File: src/rtl/lane_edge_tracker.sv
// lane_edge_tracker
//
// Splits each frame into NUM_BANDS horizontal bands. For each band it tracks
// the innermost Sobel edge on the left half of the image (largest x) and on
// the right half (smallest x). A side counts as found only when it collects
// at least MIN_HITS edge hits in the frame. Each band keeps its last good
// position (held x) across frames. After the frame ends, one result beat per
// band is streamed out over a valid/ready handshake, band 0 first.
//
// Ports:
//   clk, reset           single clock, synchronous active-high reset
//   vs_in                frame-active level (rise = frame start, fall = end)
//   de_in, edge_detected pixel valid and Sobel edge flag
//   x_coord, y_coord     pixel position
//   result_ready         consumer accepts the current beat
//   processing           high while accumulating a frame
//   result_*             per-band result beat (held x, center, found flags)
//   frame_done           one-cycle pulse after the last beat transfers
//   skipped_frames       saturating count of frames that began during REPORT
module lane_edge_tracker #(
    parameter int  IMG_WIDTH  = 1280,
    parameter int  IMG_HEIGHT = 720,
    parameter int  NUM_BANDS  = 4,
    parameter int  MIN_HITS   = 8,
    parameter int  X_W        = 11,
    parameter int  Y_W        = 10,
    localparam int BAND_W     = (NUM_BANDS > 1) ? $clog2(NUM_BANDS) : 1
) (
    input  logic              clk,
    input  logic              reset,
    input  logic              vs_in,
    input  logic              de_in,
    input  logic              edge_detected,
    input  logic [X_W-1:0]    x_coord,
    input  logic [Y_W-1:0]    y_coord,
    input  logic              result_ready,
    output logic              processing,
    output logic              result_valid,
    output logic [BAND_W-1:0] result_band,
    output logic [X_W-1:0]    result_left_x,
    output logic [X_W-1:0]    result_right_x,
    output logic [X_W-1:0]    result_center_x,
    output logic              result_found_left,
    output logic              result_found_right,
    output logic              frame_done,
    output logic [7:0]        skipped_frames
);
    localparam int HIT_W  = $clog2(MIN_HITS + 1);
    localparam int BAND_H = IMG_HEIGHT / NUM_BANDS;

    localparam logic [X_W:0]        X_LIMIT   = (X_W + 1)'(IMG_WIDTH);
    localparam logic [X_W:0]        X_HALF    = (X_W + 1)'(IMG_WIDTH / 2);
    localparam logic [Y_W:0]        Y_LIMIT   = (Y_W + 1)'(IMG_HEIGHT);
    localparam logic [X_W-1:0]      LEFT_RST  = X_W'(IMG_WIDTH / 4);
    localparam logic [X_W-1:0]      RIGHT_RST = X_W'(3 * IMG_WIDTH / 4);
    localparam logic [HIT_W-1:0]    HIT_MAX   = HIT_W'(MIN_HITS);
    localparam logic [BAND_W-1:0]   LAST_BAND = BAND_W'(NUM_BANDS - 1);

    localparam logic [1:0] S_IDLE   = 2'd0;
    localparam logic [1:0] S_ACCUM  = 2'd1;
    localparam logic [1:0] S_REPORT = 2'd2;

    genvar gi;

    // Control state
    logic [1:0]        state_q, state_d;
    logic              vs_prev_q, vs_prev_d;
    logic              upd_q, upd_d;          // held-x update cycle at REPORT entry
    logic              valid_q, valid_d;
    logic [BAND_W-1:0] band_q, band_d;
    logic              frame_done_q, frame_done_d;
    logic [7:0]        skipped_q, skipped_d;

    // Registered qualifying sample (first pipeline stage)
    logic              s1_valid_q, s1_valid_d;
    logic [BAND_W-1:0] s1_band_q, s1_band_d;
    logic              s1_right_q, s1_right_d;
    logic [X_W-1:0]    s1_x_q, s1_x_d;

    // Per-band state
    logic [HIT_W-1:0]     hits_l_q [NUM_BANDS];
    logic [HIT_W-1:0]     hits_l_d [NUM_BANDS];
    logic [HIT_W-1:0]     hits_r_q [NUM_BANDS];
    logic [HIT_W-1:0]     hits_r_d [NUM_BANDS];
    logic [X_W-1:0]       inner_l_q[NUM_BANDS];
    logic [X_W-1:0]       inner_l_d[NUM_BANDS];
    logic [X_W-1:0]       inner_r_q[NUM_BANDS];
    logic [X_W-1:0]       inner_r_d[NUM_BANDS];
    logic [X_W-1:0]       held_l_q [NUM_BANDS];
    logic [X_W-1:0]       held_l_d [NUM_BANDS];
    logic [X_W-1:0]       held_r_q [NUM_BANDS];
    logic [X_W-1:0]       held_r_d [NUM_BANDS];
    logic [NUM_BANDS-1:0] found_l_q, found_l_d;
    logic [NUM_BANDS-1:0] found_r_q, found_r_d;

    logic              vs_rise, vs_fall, xfer, last_xfer, clear_frame;
    logic              x_in_range, y_in_range;
    logic [BAND_W-1:0] sample_band;
    logic [NUM_BANDS-1:0] y_ge;
    logic [X_W:0]      center_sum;

    // Band lookup without a divider: y_ge[gi] is set when the row is at or
    // past the first row of band gi; the highest set bit is the band. Rows
    // beyond NUM_BANDS*BAND_H fall into the last band naturally.
    generate
        for (gi = 0; gi < NUM_BANDS; gi++) begin : g_band_cmp
            localparam logic [Y_W:0] BAND_START = (Y_W + 1)'(gi * BAND_H);
            assign y_ge[gi] = ({1'b0, y_coord} >= BAND_START);
        end
    endgenerate

    always_comb begin
        sample_band = '0;
        for (int b = 0; b < NUM_BANDS; b++) begin
            if (y_ge[b]) sample_band = BAND_W'(b);
        end
    end

    assign x_in_range = ({1'b0, x_coord} < X_LIMIT);
    assign y_in_range = ({1'b0, y_coord} < Y_LIMIT);

    assign vs_rise   = vs_in & ~vs_prev_q;
    assign vs_fall   = ~vs_in & vs_prev_q;
    assign xfer      = valid_q & result_ready;
    assign last_xfer = xfer && (band_q == LAST_BAND);

    // Sample stage
    always_comb begin
        vs_prev_d  = vs_in;
        s1_valid_d = (state_q == S_ACCUM) && vs_in && de_in && edge_detected
                     && x_in_range && y_in_range;
        s1_band_d  = sample_band;
        s1_right_d = ({1'b0, x_coord} >= X_HALF);
        s1_x_d     = x_coord;
    end

    // Frame / report sequencing
    always_comb begin
        state_d      = state_q;
        upd_d        = 1'b0;
        valid_d      = valid_q;
        band_d       = band_q;
        frame_done_d = 1'b0;
        skipped_d    = skipped_q;
        clear_frame  = 1'b0;
        case (state_q)
            S_IDLE: begin
                if (vs_rise) begin
                    state_d     = S_ACCUM;
                    clear_frame = 1'b1;
                end
            end
            S_ACCUM: begin
                if (vs_fall) begin
                    state_d = S_REPORT;
                    upd_d   = 1'b1;
                end
            end
            S_REPORT: begin
                if (upd_q) valid_d = 1'b1;
                if (last_xfer) begin
                    valid_d      = 1'b0;
                    band_d       = '0;
                    frame_done_d = 1'b1;
                    // A frame starting exactly on the final transfer is not lost.
                    if (vs_rise) begin
                        state_d     = S_ACCUM;
                        clear_frame = 1'b1;
                    end else begin
                        state_d = S_IDLE;
                    end
                end else begin
                    if (xfer) band_d = band_q + BAND_W'(1);
                    if (vs_rise && skipped_q != 8'hFF) skipped_d = skipped_q + 8'd1;
                end
            end
            default: state_d = S_IDLE;
        endcase
    end

    // Per-band accumulation, clear and held-x update
    always_comb begin
        for (int b = 0; b < NUM_BANDS; b++) begin
            hits_l_d[b]  = hits_l_q[b];
            hits_r_d[b]  = hits_r_q[b];
            inner_l_d[b] = inner_l_q[b];
            inner_r_d[b] = inner_r_q[b];
            held_l_d[b]  = held_l_q[b];
            held_r_d[b]  = held_r_q[b];
        end
        found_l_d = found_l_q;
        found_r_d = found_r_q;

        for (int b = 0; b < NUM_BANDS; b++) begin
            if (clear_frame) begin
                hits_l_d[b]  = '0;
                hits_r_d[b]  = '0;
                inner_l_d[b] = '0;
                inner_r_d[b] = '1;  // any real right-side x is smaller
            end else if (s1_valid_q && s1_band_q == BAND_W'(b)) begin
                if (s1_right_q) begin
                    if (hits_r_q[b] != HIT_MAX) hits_r_d[b] = hits_r_q[b] + HIT_W'(1);
                    if (s1_x_q < inner_r_q[b]) inner_r_d[b] = s1_x_q;
                end else begin
                    if (hits_l_q[b] != HIT_MAX) hits_l_d[b] = hits_l_q[b] + HIT_W'(1);
                    if (s1_x_q > inner_l_q[b]) inner_l_d[b] = s1_x_q;
                end
            end

            if (upd_q) begin
                found_l_d[b] = (hits_l_q[b] >= HIT_MAX);
                found_r_d[b] = (hits_r_q[b] >= HIT_MAX);
                if (hits_l_q[b] >= HIT_MAX) held_l_d[b] = inner_l_q[b];
                if (hits_r_q[b] >= HIT_MAX) held_r_d[b] = inner_r_q[b];
            end
        end
    end

    always_ff @(posedge clk) begin
        if (reset) begin
            state_q      <= S_IDLE;
            vs_prev_q    <= 1'b0;
            upd_q        <= 1'b0;
            valid_q      <= 1'b0;
            band_q       <= '0;
            frame_done_q <= 1'b0;
            skipped_q    <= '0;
            s1_valid_q   <= 1'b0;
            s1_band_q    <= '0;
            s1_right_q   <= 1'b0;
            s1_x_q       <= '0;
            for (int b = 0; b < NUM_BANDS; b++) begin
                hits_l_q[b]  <= '0;
                hits_r_q[b]  <= '0;
                inner_l_q[b] <= '0;
                inner_r_q[b] <= '1;
                held_l_q[b]  <= LEFT_RST;
                held_r_q[b]  <= RIGHT_RST;
            end
            found_l_q <= '0;
            found_r_q <= '0;
        end else begin
            state_q      <= state_d;
            vs_prev_q    <= vs_prev_d;
            upd_q        <= upd_d;
            valid_q      <= valid_d;
            band_q       <= band_d;
            frame_done_q <= frame_done_d;
            skipped_q    <= skipped_d;
            s1_valid_q   <= s1_valid_d;
            s1_band_q    <= s1_band_d;
            s1_right_q   <= s1_right_d;
            s1_x_q       <= s1_x_d;
            for (int b = 0; b < NUM_BANDS; b++) begin
                hits_l_q[b]  <= hits_l_d[b];
                hits_r_q[b]  <= hits_r_d[b];
                inner_l_q[b] <= inner_l_d[b];
                inner_r_q[b] <= inner_r_d[b];
                held_l_q[b]  <= held_l_d[b];
                held_r_q[b]  <= held_r_d[b];
            end
            found_l_q <= found_l_d;
            found_r_q <= found_r_d;
        end
    end

    // Beat outputs read held state directly, so they cannot change while a
    // beat is stalled: held state only moves in the update cycle before valid.
    assign center_sum = {1'b0, held_l_q[band_q]} + {1'b0, held_r_q[band_q]};

    assign processing         = (state_q == S_ACCUM);
    assign result_valid       = valid_q;
    assign result_band        = band_q;
    assign result_left_x      = held_l_q[band_q];
    assign result_right_x     = held_r_q[band_q];
    assign result_center_x    = center_sum[X_W:1];
    assign result_found_left  = found_l_q[band_q];
    assign result_found_right = found_r_q[band_q];
    assign frame_done         = frame_done_q;
    assign skipped_frames     = skipped_q;

endmodule

File: config.mk
export PLATFORM = sky130hd
export DESIGN_NAME = lane_edge_tracker
export DESIGN_NICKNAME = d
export VERILOG_FILES = /design/src/rtl/lane_edge_tracker.sv
export SDC_FILE = /design/constraint.sdc
export NUM_CORES = 1
export LEC_CHECK = 0
export ABC_CLOCK_PERIOD_IN_PS = 3700
export CORE_AREA = 2 2 251 179
export DETAILED_ROUTE_END_ITERATION = 12
export DIE_AREA = 0 0 253 181
export PLACE_DENSITY_LB_ADDON = 0.05
export RECOVER_POWER = 25
export SKIP_LAST_GASP = 1
export SLEW_MARGIN = 20
export SYNTH_ARGS = -nofsm -noshare
export SYNTH_HDL_FRONTEND = slang
export SYNTH_SLANG_ARGS = --single-unit
File: constraint.sdc
create_clock -name clk -period 3.7 [get_ports clk]
set_input_delay 0.74 -clock clk [delete_from_list [all_inputs] [get_ports clk]]
set_output_delay 0.74 -clock clk [all_outputs]
set_load 0.01 [all_outputs]
==> results of run 1 <==
## routing by layer
layer | vias to the layer above | global-route usage | wire length, um | part of all wire
met5 | - | 0 | 0 | 0
met1 | 4582 | 0.268 | 21200 | 0.54
met2 | 141 | 0.255 | 16200 | 0.41
li1 | 4724 | - | - | -
met4 | 0 | 0.0270 | 560 | 0.014
met3 | 33 | 0.0226 | 1190 | 0.031
## worst min-delay path, stage by stage, from the launching register on
cell	delay, ps
dfxtp_1	310
nand2_1	50
mux2i_1	50
## cells in the mapped netlist (3+ instances only)
cell type	n	share of area
nor2b_1	20	0.0097
a21oi_1	36	0.014
o211a_1	25	0.019
a211oi_1	7	0.0041
nand3b_1	7	0.0041
or3_1	3	0.0015
a31o_2	4	0.0027
clkbuf_1	28	0.0082
nand2_1	85	0.025
o21a_1	4	0.0023
mux2i_1	70	0.054
buf_4	6	0.0035
nor3_1	10	0.0039
a211o_1	25	0.017
nand2b_1	12	0.0058
buf_2	19	0.0074
a31oi_1	3	0.0015
dfxtp_1	161	0.25
buf_1	5	0.0015
edfxtp_1	88	0.21
o211ai_1	24	0.014
nand3_1	43	0.017
ha_1	112	0.11
a21o_1	21	0.012
nor4_1	7	0.0034
inv_1	115	0.034
xor2_1	12	0.0082
nand4_1	25	0.012
mux4_2	24	0.042
o21ai_0	22	0.0086
xnor2_1	27	0.018
and3_1	43	0.021
nor2_1	118	0.034
o21ai_1	3	0.0012
## layout make-up
| class | count | area, um2 | share of cell area |
|---|---|---|---|
| Multi-Input combinational cell | 820 | 6550 | 0.411 |
| Sequential cell | 249 | 5870 | 0.368 |
| Timing Repair Buffer | 171 | 1530 | 0.0957 |
| Clock inverter | 16 | 113 | 0.00706 |
| Inverter | 115 | 432 | 0.0271 |
| Tap cell | 561 | 702 | 0.0440 |
| Clock buffer | 36 | 751 | 0.0471 |
## through the flow
stage / setup WS, ps / cells / util / cell area, um2 / setup TNS (ps)
after detailed placement: -167 / 1906 / 0.341 / 14800 / -440
after global routing: -270 / 1968 / 0.369 / 15900 / -1830
after floorplan: 290 / 1244 / - / 12900 / 0
final: -107 / 1968 / 0.369 / 15900 / -266
after CTS: -162 / 1962 / 0.365 / 15800 / -413
after global placement: -201 / 1906 / 0.341 / 14800 / -523
## registers in the layout (all words and copies together) (netlist names), named ones only
register        flops
found_l_q           4
found_r_q           4
frame_done          1
held_l_q           44
held_r_q           44
hits_l_q           16
hits_r_q           16
inner_l_q          44
inner_r_q          44
result_band         2
result_valid        1
s1_band_q           2
s1_right_q          1
s1_valid_q          1
s1_x_q             11
skipped_frames      8
state_q             2
upd_q               1
vs_prev_q           1
## cells by family (layout without fill, tap and decap cells)
group	Yosys count	after routing
buffers and inverters	175	338
AND/OR/NAND/NOR	385	385
AO/OA/AOI/OAI	189	189
flip-flops	249	249
adder cells (fa/ha/maj)	113	113
XOR/XNOR	39	39
multiplexers	94	94
## report_power, final
| group | switching (uW) | total [uW] | internal (uW) |
|---|---|---|---|
| Combinational | 250 | 432 | 182 |
| Sequential | 32.0 | 2890 | 2860 |
| Clock | 1160 | 2660 | 1500 |
## repair_timing
item | 4_1_cts | 5_1_grt
setup endpoints to repair | 9 | 10
resized for setup | 62 | 29
setup buffers | 4 | 7
gates cloned | 1 | 0
pin swaps | 14 | 27
## final timing paths
kind                                start                           end  slack (ps)  depth (start not counted)
max                             flip-flop           result_center_x[10]        -110                         10
min reg2reg  inner_l_q[1][8]$_SDFFE_PP0P_  inner_l_q[1][8]$_SDFFE_PP0P_         460                          2
min          inner_l_q[1][8]$_SDFFE_PP0P_  inner_l_q[1][8]$_SDFFE_PP0P_         460                          2
max reg2reg              upd_q$_SDFF_PP0_  held_l_q[3][6]$_SDFFCE_PN1P_         160                          4
==> run metrics, run 1 <==
initial DRC count=~540; first-pass GRT wire length=between 50 and 60 mm; post-synthesis mux area share=0.0964; CTS buffer count=28; post-synthesis async set-or-reset flop share=0; post-layout min period=around 3800 ps; Slew @ Worst Pin=~1300 ps; Ant. Diodes=0; # clock sinks=about 250; Critical Path RT=2960 ps; Power Dens Cells=~380 mW/mm2; top_reg_cell synth=dfxtp_1; DRC=0; CTS tree=done; hold_ws=roughly 460 ps; Avg Cell Area, Syn=approximately 10 um2; final hold vios=0; CP Cell Sequence=buf_12 > buf_12 > mux4_2 > ha_4 > and4_4 > nand4_1 > a41oi_2 > buf_4 > o22a_1 > buf_2; GRT overflow=0; Most common cell on crit path=buf_12; Crit Path Class=flip-flop to output pin; Setup Viol. Count Final=3; largest family of logic cells by synthesized area=simple AND/OR/NAND/NOR gates; Max-slew headroom=0.113; htree depth=1; P&R area growth vs syn=23.9%; port buffer count=72; status=finished with violations; HPWL Detailed=around 29 mm; via/cell ratio=between 4 and 5; RSZ-0062 raised after global routing=true; Post-Synthesis Cells=about 1,200; Post-Synth XOR/XNOR Area=0.0265; initial antenna violation count=1; leak pwr=0.00684 uW; Avg WL per Cell=a little under 20 um; Max-Cap Viols=0; most common cell after layout, fill and taps aside=dfxtp_1; routed vias=about 9,500; net count after synthesis=approximately 1,400; Post-CTS Hold Buffers=0; total global-route track usage=0.172; failing checks=setup timing; pin count of the biggest net entering global routing=77; Tot Pwr=about 6000 uW; Die Y=between 150 and 200 um; Yosys reg bits=between 200 and 250; max incr delay on CP=550 ps; Starting Density=0.298; Seq/Total Area, Yosys=0.456; delay-heaviest family, CP=multiplexers; Synth Area in Compound Gates=0.109; final period utilization=1.03; Worst Clk Skew=between 15 and 20 ps; Fmax=approximately 260 MHz; root buf cell=clkbuf_16; Ports=75; crit end category=output pin; number of synthesized flops with an enable pin=approximately 90; detailed-router iteration count before antenna repair=5; fin worst setup slack=-107 ps; mapped cell area=~0.013 mm2; Max rail drop VDD=320 uV; Ys Warns=0; Post-Synth Adder-Cell Area=0.110; CP Launch Type=flip-flop; Simple-Gate Fraction of Synth Area=0.146; fill cell count=4,370; final antenna-violating net count=0; worst-case clock buffer depth=3; final max-slew violation count=0; Buf+Inv Stages, Crit Path=4; vias in the first global route=9,427; Placeable Area=~0.043 mm2; layout cells sized above 1=0.152; DIE AREA=approximately 0.046 mm2; die boundary width=between 200 and 300 um; DRT Wirelength=~39 mm; Crit path arrival time=about 3100 ps; CP max-delay cell=mux4_2; Skew-Pair Late Insertion Delay=560 ps; clock slew at reported path FFs=roughly 60 ps; Final nets=approximately 1,500; Cell variety after synth=57; Row Count=64; hold crit path type=flip-flop to flip-flop; most frequent cells in the layout=dfxtp_1 (160), inv_1 (115), nor2_1 (115); CP Max Fanout=6; GPL Wtd Cong=about 0.8
(Power assumes the default switching activity.)
==> inputs of run 2 (changes only) <==
--- a/config.mk
+++ b/config.mk
@@ -6,6 +6,7 @@
 export NUM_CORES = 1
 export LEC_CHECK = 0
 export ABC_CLOCK_PERIOD_IN_PS = 3700
+export CAP_MARGIN = 20
 export CORE_AREA = 2 2 251 179
 export DETAILED_ROUTE_END_ITERATION = 12
 export DIE_AREA = 0 0 253 181
==> results of run 2 <==
Same layout as run 1: the final DEF is identical, and so are final timing and power.
